$ cat config.mk
export PLATFORM = sky130hd
export DESIGN_NAME = fft_stream_ctrl
export DESIGN_NICKNAME = d
export VERILOG_FILES = /design/src/rtl/fft_pkg.sv /design/src/rtl/fft_valid_tag_pipe.sv /design/src/rtl/fft_stream_ctrl.sv
export SDC_FILE = /design/constraint.sdc
export NUM_CORES = 1
export LEC_CHECK = 0
export BUFFER_PORTS_ARGS = -buffer_cell sky130_fd_sc_hd__buf_2
export CORE_ASPECT_RATIO = 0.7
export CORE_MARGIN = 2
export CORE_UTILIZATION = 43
export CTS_CLUSTER_DIAMETER = 100
export DETAILED_ROUTE_END_ITERATION = 8
export PLACE_DENSITY = 0.77
export SYNTH_ARGS = -nofsm -noshare
export SYNTH_HDL_FRONTEND = slang
export SYNTH_SLANG_ARGS = --single-unit
$ cat constraint.sdc
create_clock -name clk -period 2 [get_ports clk]
set_input_delay 0 -clock clk [delete_from_list [all_inputs] [get_ports clk]]
set_output_delay 0 -clock clk [all_outputs]
set_load 0.02 [all_outputs]
$ cat src/rtl/fft_pkg.sv
// fft_pkg -- shared sizing constants and controller state encoding for the FFT stream wrapper (rev 1.0)
`default_nettype none

package fft_pkg;

  localparam int N_POINTS = 1024;
  localparam int LOG2N    = 10;
  localparam int DW       = 24;
  localparam int LATENCY  = 10;
  localparam int CNT_W    = $clog2(LATENCY);

  typedef enum logic [1:0] {
    ST_IDLE  = 2'd0,
    ST_RUN   = 2'd1,
    ST_PAD   = 2'd2,
    ST_DRAIN = 2'd3
  } state_t;

endpackage

`default_nettype wire

$ cat src/rtl/fft_valid_tag_pipe.sv
// fft_valid_tag_pipe -- per-sample valid tags that travel alongside the core pipeline (rev 1.0)
`default_nettype none

module fft_valid_tag_pipe
  import fft_pkg::*;
#(
  parameter int DEPTH = LATENCY
) (
  input  logic clk,
  input  logic reset,
  input  logic en,
  input  logic pop,
  input  logic din,
  output logic tail
);

  logic [DEPTH-1:0] tags;

  // A result taken downstream while the core is frozen must not be offered twice,
  // so its tag is retired even though nothing shifts.
  always_ff @(posedge clk) begin
    if (!reset) begin
      tags <= '0;
    end else if (en) begin
      tags <= {tags[DEPTH-2:0], din};
    end else if (pop) begin
      tags[DEPTH-1] <= 1'b0;
    end
  end

  assign tail = tags[DEPTH-1];

endmodule

`default_nettype wire

$ cat src/rtl/fft_stream_ctrl.sv
// fft_stream_ctrl -- valid/ready flow control, clock-enable stalling, padding and draining around a streaming FFT core (rev 1.0)
`default_nettype none

module fft_stream_ctrl
  import fft_pkg::*;
(
  input  logic             clk,
  input  logic             reset,
  input  logic             s_valid,
  output logic             s_ready,
  input  logic [DW-1:0]    s_data,
  input  logic             flush,
  output logic             core_en,
  output logic [DW-1:0]    core_in,
  input  logic [DW-1:0]    core_out,
  output logic             m_valid,
  input  logic             m_ready,
  output logic [DW-1:0]    m_data,
  output logic             m_first,
  output logic             m_last,
  output logic [LOG2N-1:0] in_idx,
  output logic [15:0]      frame_cnt,
  output logic             busy
);

  localparam logic [LOG2N-1:0] IDX_LAST   = LOG2N'(N_POINTS - 1);
  localparam logic [CNT_W-1:0] DRAIN_LAST = CNT_W'(LATENCY - 1);

  state_t           state;
  state_t           state_nx;
  logic [LOG2N-1:0] out_idx;
  logic [LOG2N-1:0] in_idx_inc;
  logic [LOG2N-1:0] in_idx_post;
  logic [CNT_W-1:0] drain_cnt;
  logic             tag_tail;
  logic             tag_head;
  logic             in_open;
  logic             stall;
  logic             accept;
  logic             pad_adv;
  logic             drain_adv;
  logic             pop;

  assign m_valid     = reset & tag_tail;
  assign stall       = m_valid & ~m_ready;
  assign pop         = m_valid & m_ready;
  assign m_data      = core_out;
  assign m_first     = m_valid & (out_idx == '0);
  assign m_last      = m_valid & (out_idx == IDX_LAST);
  assign busy        = (state != ST_IDLE);
  assign in_idx_inc  = (in_idx == IDX_LAST) ? '0 : in_idx + 1'b1;
  // Flush decisions look at the index as it will be after this cycle's accept.
  assign in_idx_post = accept ? in_idx_inc : in_idx;

  always_ff @(posedge clk) begin
    if (!reset) state <= ST_IDLE;
    else        state <= state_nx;
  end

  always_comb begin
    state_nx = state;
    case (state)
      ST_IDLE:  if (accept) state_nx = ST_RUN;
      ST_RUN:   if (flush) state_nx = (in_idx_post == '0) ? ST_DRAIN : ST_PAD;
      ST_PAD:   if (pad_adv && (in_idx == IDX_LAST)) state_nx = ST_DRAIN;
      ST_DRAIN: if (drain_adv && (drain_cnt == DRAIN_LAST)) state_nx = ST_IDLE;
      default:  state_nx = ST_IDLE;
    endcase
  end

  always_comb begin
    in_open   = reset & ((state == ST_IDLE) | (state == ST_RUN));
    s_ready   = in_open & ~stall;
    accept    = s_valid & s_ready;
    pad_adv   = reset & ~stall & (state == ST_PAD);
    drain_adv = reset & ~stall & (state == ST_DRAIN);
    core_en   = accept | pad_adv | drain_adv;
    core_in   = in_open ? s_data : '0;
    tag_head  = (state != ST_DRAIN);
  end

  always_ff @(posedge clk) begin
    if (!reset) begin
      in_idx    <= '0;
      out_idx   <= '0;
      drain_cnt <= '0;
      frame_cnt <= '0;
    end else begin
      if (accept || pad_adv) in_idx <= in_idx_inc;
      if (drain_adv) drain_cnt <= (drain_cnt == DRAIN_LAST) ? '0 : drain_cnt + 1'b1;
      if (pop) begin
        out_idx <= (out_idx == IDX_LAST) ? '0 : out_idx + 1'b1;
        if (out_idx == IDX_LAST) frame_cnt <= frame_cnt + 16'd1;
      end
    end
  end

  fft_valid_tag_pipe #(
    .DEPTH (LATENCY)
  ) u_tag_pipe (
    .clk   (clk),
    .reset (reset),
    .en    (core_en),
    .pop   (pop),
    .din   (tag_head),
    .tail  (tag_tail)
  );

endmodule

`default_nettype wire

==> impl_results.md <==
* Final setup vio count at 0
* Clock Path Buffers at 2
* Ys flop type: dfxtp_1
* RSZ-0062 raised after global routing: yes
* # diodes at 0
* Htree depth at 2
* Synth cell types at 47
* Async SR Flop Fraction at 0%
* Initial antenna violation count at 0
* Top cell type's share of synthesized area at 35.3%
* Max-slew headroom at 67.0%
* Clock skew at 5.03 ps
* Sequential Area at 1050 um^2
* Setup CP Type: register to primary output
* Leakage at 0.00165 uW
* Max Fclk at 505 MHz
* Nets at 514
* Layout cells sized above 1 at 32.2%
* Most common cell in the netlist: dfxtp_1
* Worst-Skew Late Latency at 300 ps
* CP startpoint kind: register
* Post-route DRC at 0
* DR pass1 iterations at 7
* Via count at 2805
* TritonCTS clock tree: built
* Setup tns final at 0 ps
* Post-synth EDFFs at 0
* Row cnt at 25
* Die X at 103 um
* Area leader, netlist: dfxtp_1
* GPL Wtd Cong at 0.855
* Mapped Cells at 368
* Vias in the first global route at 2556
* Yosys warns at 0
* Multi-input gate area at 1690 um^2
* Final WL at 7690 um
* Post-DRT Antenna Nets at 0
* TritonCTS buffer count at 5
* Finished Core Util at 55.2%
* Slew @ Worst Pin at 494 ps
* CP max FO at 20
* Initial Utilization at 44.1%
* Post-DP HPWL at 5800 um
* Syn-to-layout area delta at 25.2%
* DP Cell Count at 537
* Power Total at 2700 uW
* Layout fillers at 632
* Mapped cell area at 2950 um^2
* Drt wl/cell at 14.0 um
* Min cycle time layout at 1980 ps
* Syn avg cell area at 8.02 um^2
* CP arrival at 1980 ps
* Post-synth top cells: dfxtp_1, nor2_1, nand2_1
* Pwr per Cell Area at 732 nW/um^2
* R2R setup slack at 80 ps
* Sink Count at 52
* Via/cell ratio at 5.12
* Peak supply drop at 0.463 mV
* Iteration-0 DRC Markers at 193
* Full die area at 7550 um^2
* Syn Nets at 429
* Hold WC Path Type: input pin to primary output
* # Max-Cap Violations at 0
* Tcrit/Tclk final at 98.9%
* CP required at 2000 ps
* Status: completed
* Congestion Overflow GR at 0
* CP Capture Type: primary output
* # port buffers at 84
* Core ar. at 6690 um^2
* Register area share after synthesis at 35.3%
* Largest net degree at the start of global routing at 27
* Die Ht at 73.3 um
* Largest cells by area after synthesis: dfxtp_1, buf_4, nor2_1
* I/O pins at 133
* Final Non-Filler Cells at 548
* First-pass GRT wire length at 11700 um
* Clock Tree Root: clkbuf_8
* Final number of hold-violating endpoints at 0
* Worst-path clk slew at 100 ps
* Max-slew violation count at 0
* Tot GR Track Use at 19.9%
* Seq cells post-synth at 52
## stage by stage
| step | worst slack [ps] | hold slack (ps) | cell area (um^2) |
|---|---|---|---|
| after floorplan | -95.6 | 113 | 2980 |
| after global placement | 124 | 0.137 | 3510 |
| after detailed placement | 13.3 | 0.137 | 3510 |
| after CTS | 8.05 | 0.0919 | 3640 |
| after global routing | -93.1 | 0.0296 | 3700 |
| final | 21.6 | 0.00883 | 3700 |
## power by group
group | leakage, uW | switching, uW | total (uW) | internal [uW]
clock | 0.0000523 | 362 | 683 | 321
sequential | 0.000423 | 28.9 | 1100 | 1070
combinational | 0.00117 | 553 | 919 | 366
## per-layer routing
| layer | vias up | part of all wire (%) | global-route usage, % |
|---|---|---|---|
| met5 | - | 0 | 0 |
| met2 | 95 | 49 | 34.2 |
| met4 | 0 | 0.82 | 6.14 |
| met1 | 1296 | 44 | 25.4 |
| li1 | 1407 | - | - |
| met3 | 7 | 6.4 | 4.00 |
## logic make-up after synthesis
family                     count (synthesis)  share of synthesized area [%]
buffers and inverters                     52                           9.96
xor gates and xnor gates                  30                           8.90
muxes                                      3                           1.02
adders and majority gates                  8                           3.39
AOI/OAI and AO/OA                         49                           10.2
DFF                                       52                           35.3
and+or+nand+nor                          174                           31.2
## sequential cells by signal, indices dropped and copies added, names as in the netlist
register / count
frame_cnt: 16
in_idx: 10
out_idx: 10
u_tag_pipe.tags: 10
drain_cnt: 4
state: 2
## cell type report
type | instances | area share, %
Clock buffer | 6 | 2.54
Clock inverter | 2 | 0.339
Inverter | 13 | 1.32
Multi-Input combinational cell | 264 | 45.6
Sequential cell | 52 | 28.5
Tap cell | 94 | 3.18
Timing Repair Buffer | 117 | 18.5
## worst paths after layout
| kind | startpoint | endpoint | depth (start not counted) |
|---|---|---|---|
| worst max-delay path | state[0] | core_en | 8 |
| worst min-delay path | core_out[23] | m_data[23] | 0 |
| worst max register to register | state[1] | state[0] | 8 |
| worst min register to register | u_tag_pipe.tags[3] | u_tag_pipe.tags[4] | 2 |
## timing repair
action,in CTS,in global routing
gates resized for setup,6,11
pin swaps,0,7
hold buffers,0,0
setup buffers,0,3
hold endpoints to repair,0,0
setup endpoints to repair,3,10
## critical path, cell delays in order, from the launching register on
cell	delay [ps]
dfxtp_1	370
inv_1	70
ha_1	220
o21a_1	230
nand3_2	110
a21boi_4	210
buf_12	170
nand2_4	90
buf_4	180
## placed cells by master, fill, tap and decap left out, types with 2 or more instances in the layout
master and count:
buf_2 83, dfxtp_1 45, nor2_1 43, buf_4 33, nand2_1 29, and2_1 26
a21oi_1 24, nand3_1 21, xor2_1 18, inv_1 12, xnor2_1 12, nand4_1 11
nor3_1 10, o21ai_0 6, ha_1 6, nor4_1 5, clkbuf_8 5, dfxtp_2 5
and3_1 4, and4_1 3, nor2b_1 3, mux2i_1 3, nand2b_1 2, o21a_1 2
nand3_2 2, or3_1 2, nor4_4 2, o211a_1 2, a311oi_1 2, a31oi_1 2
nor3b_1 2, ha_4 2, dfxtp_4 2
No activity file was read; power rests on OpenSTA's default activity.
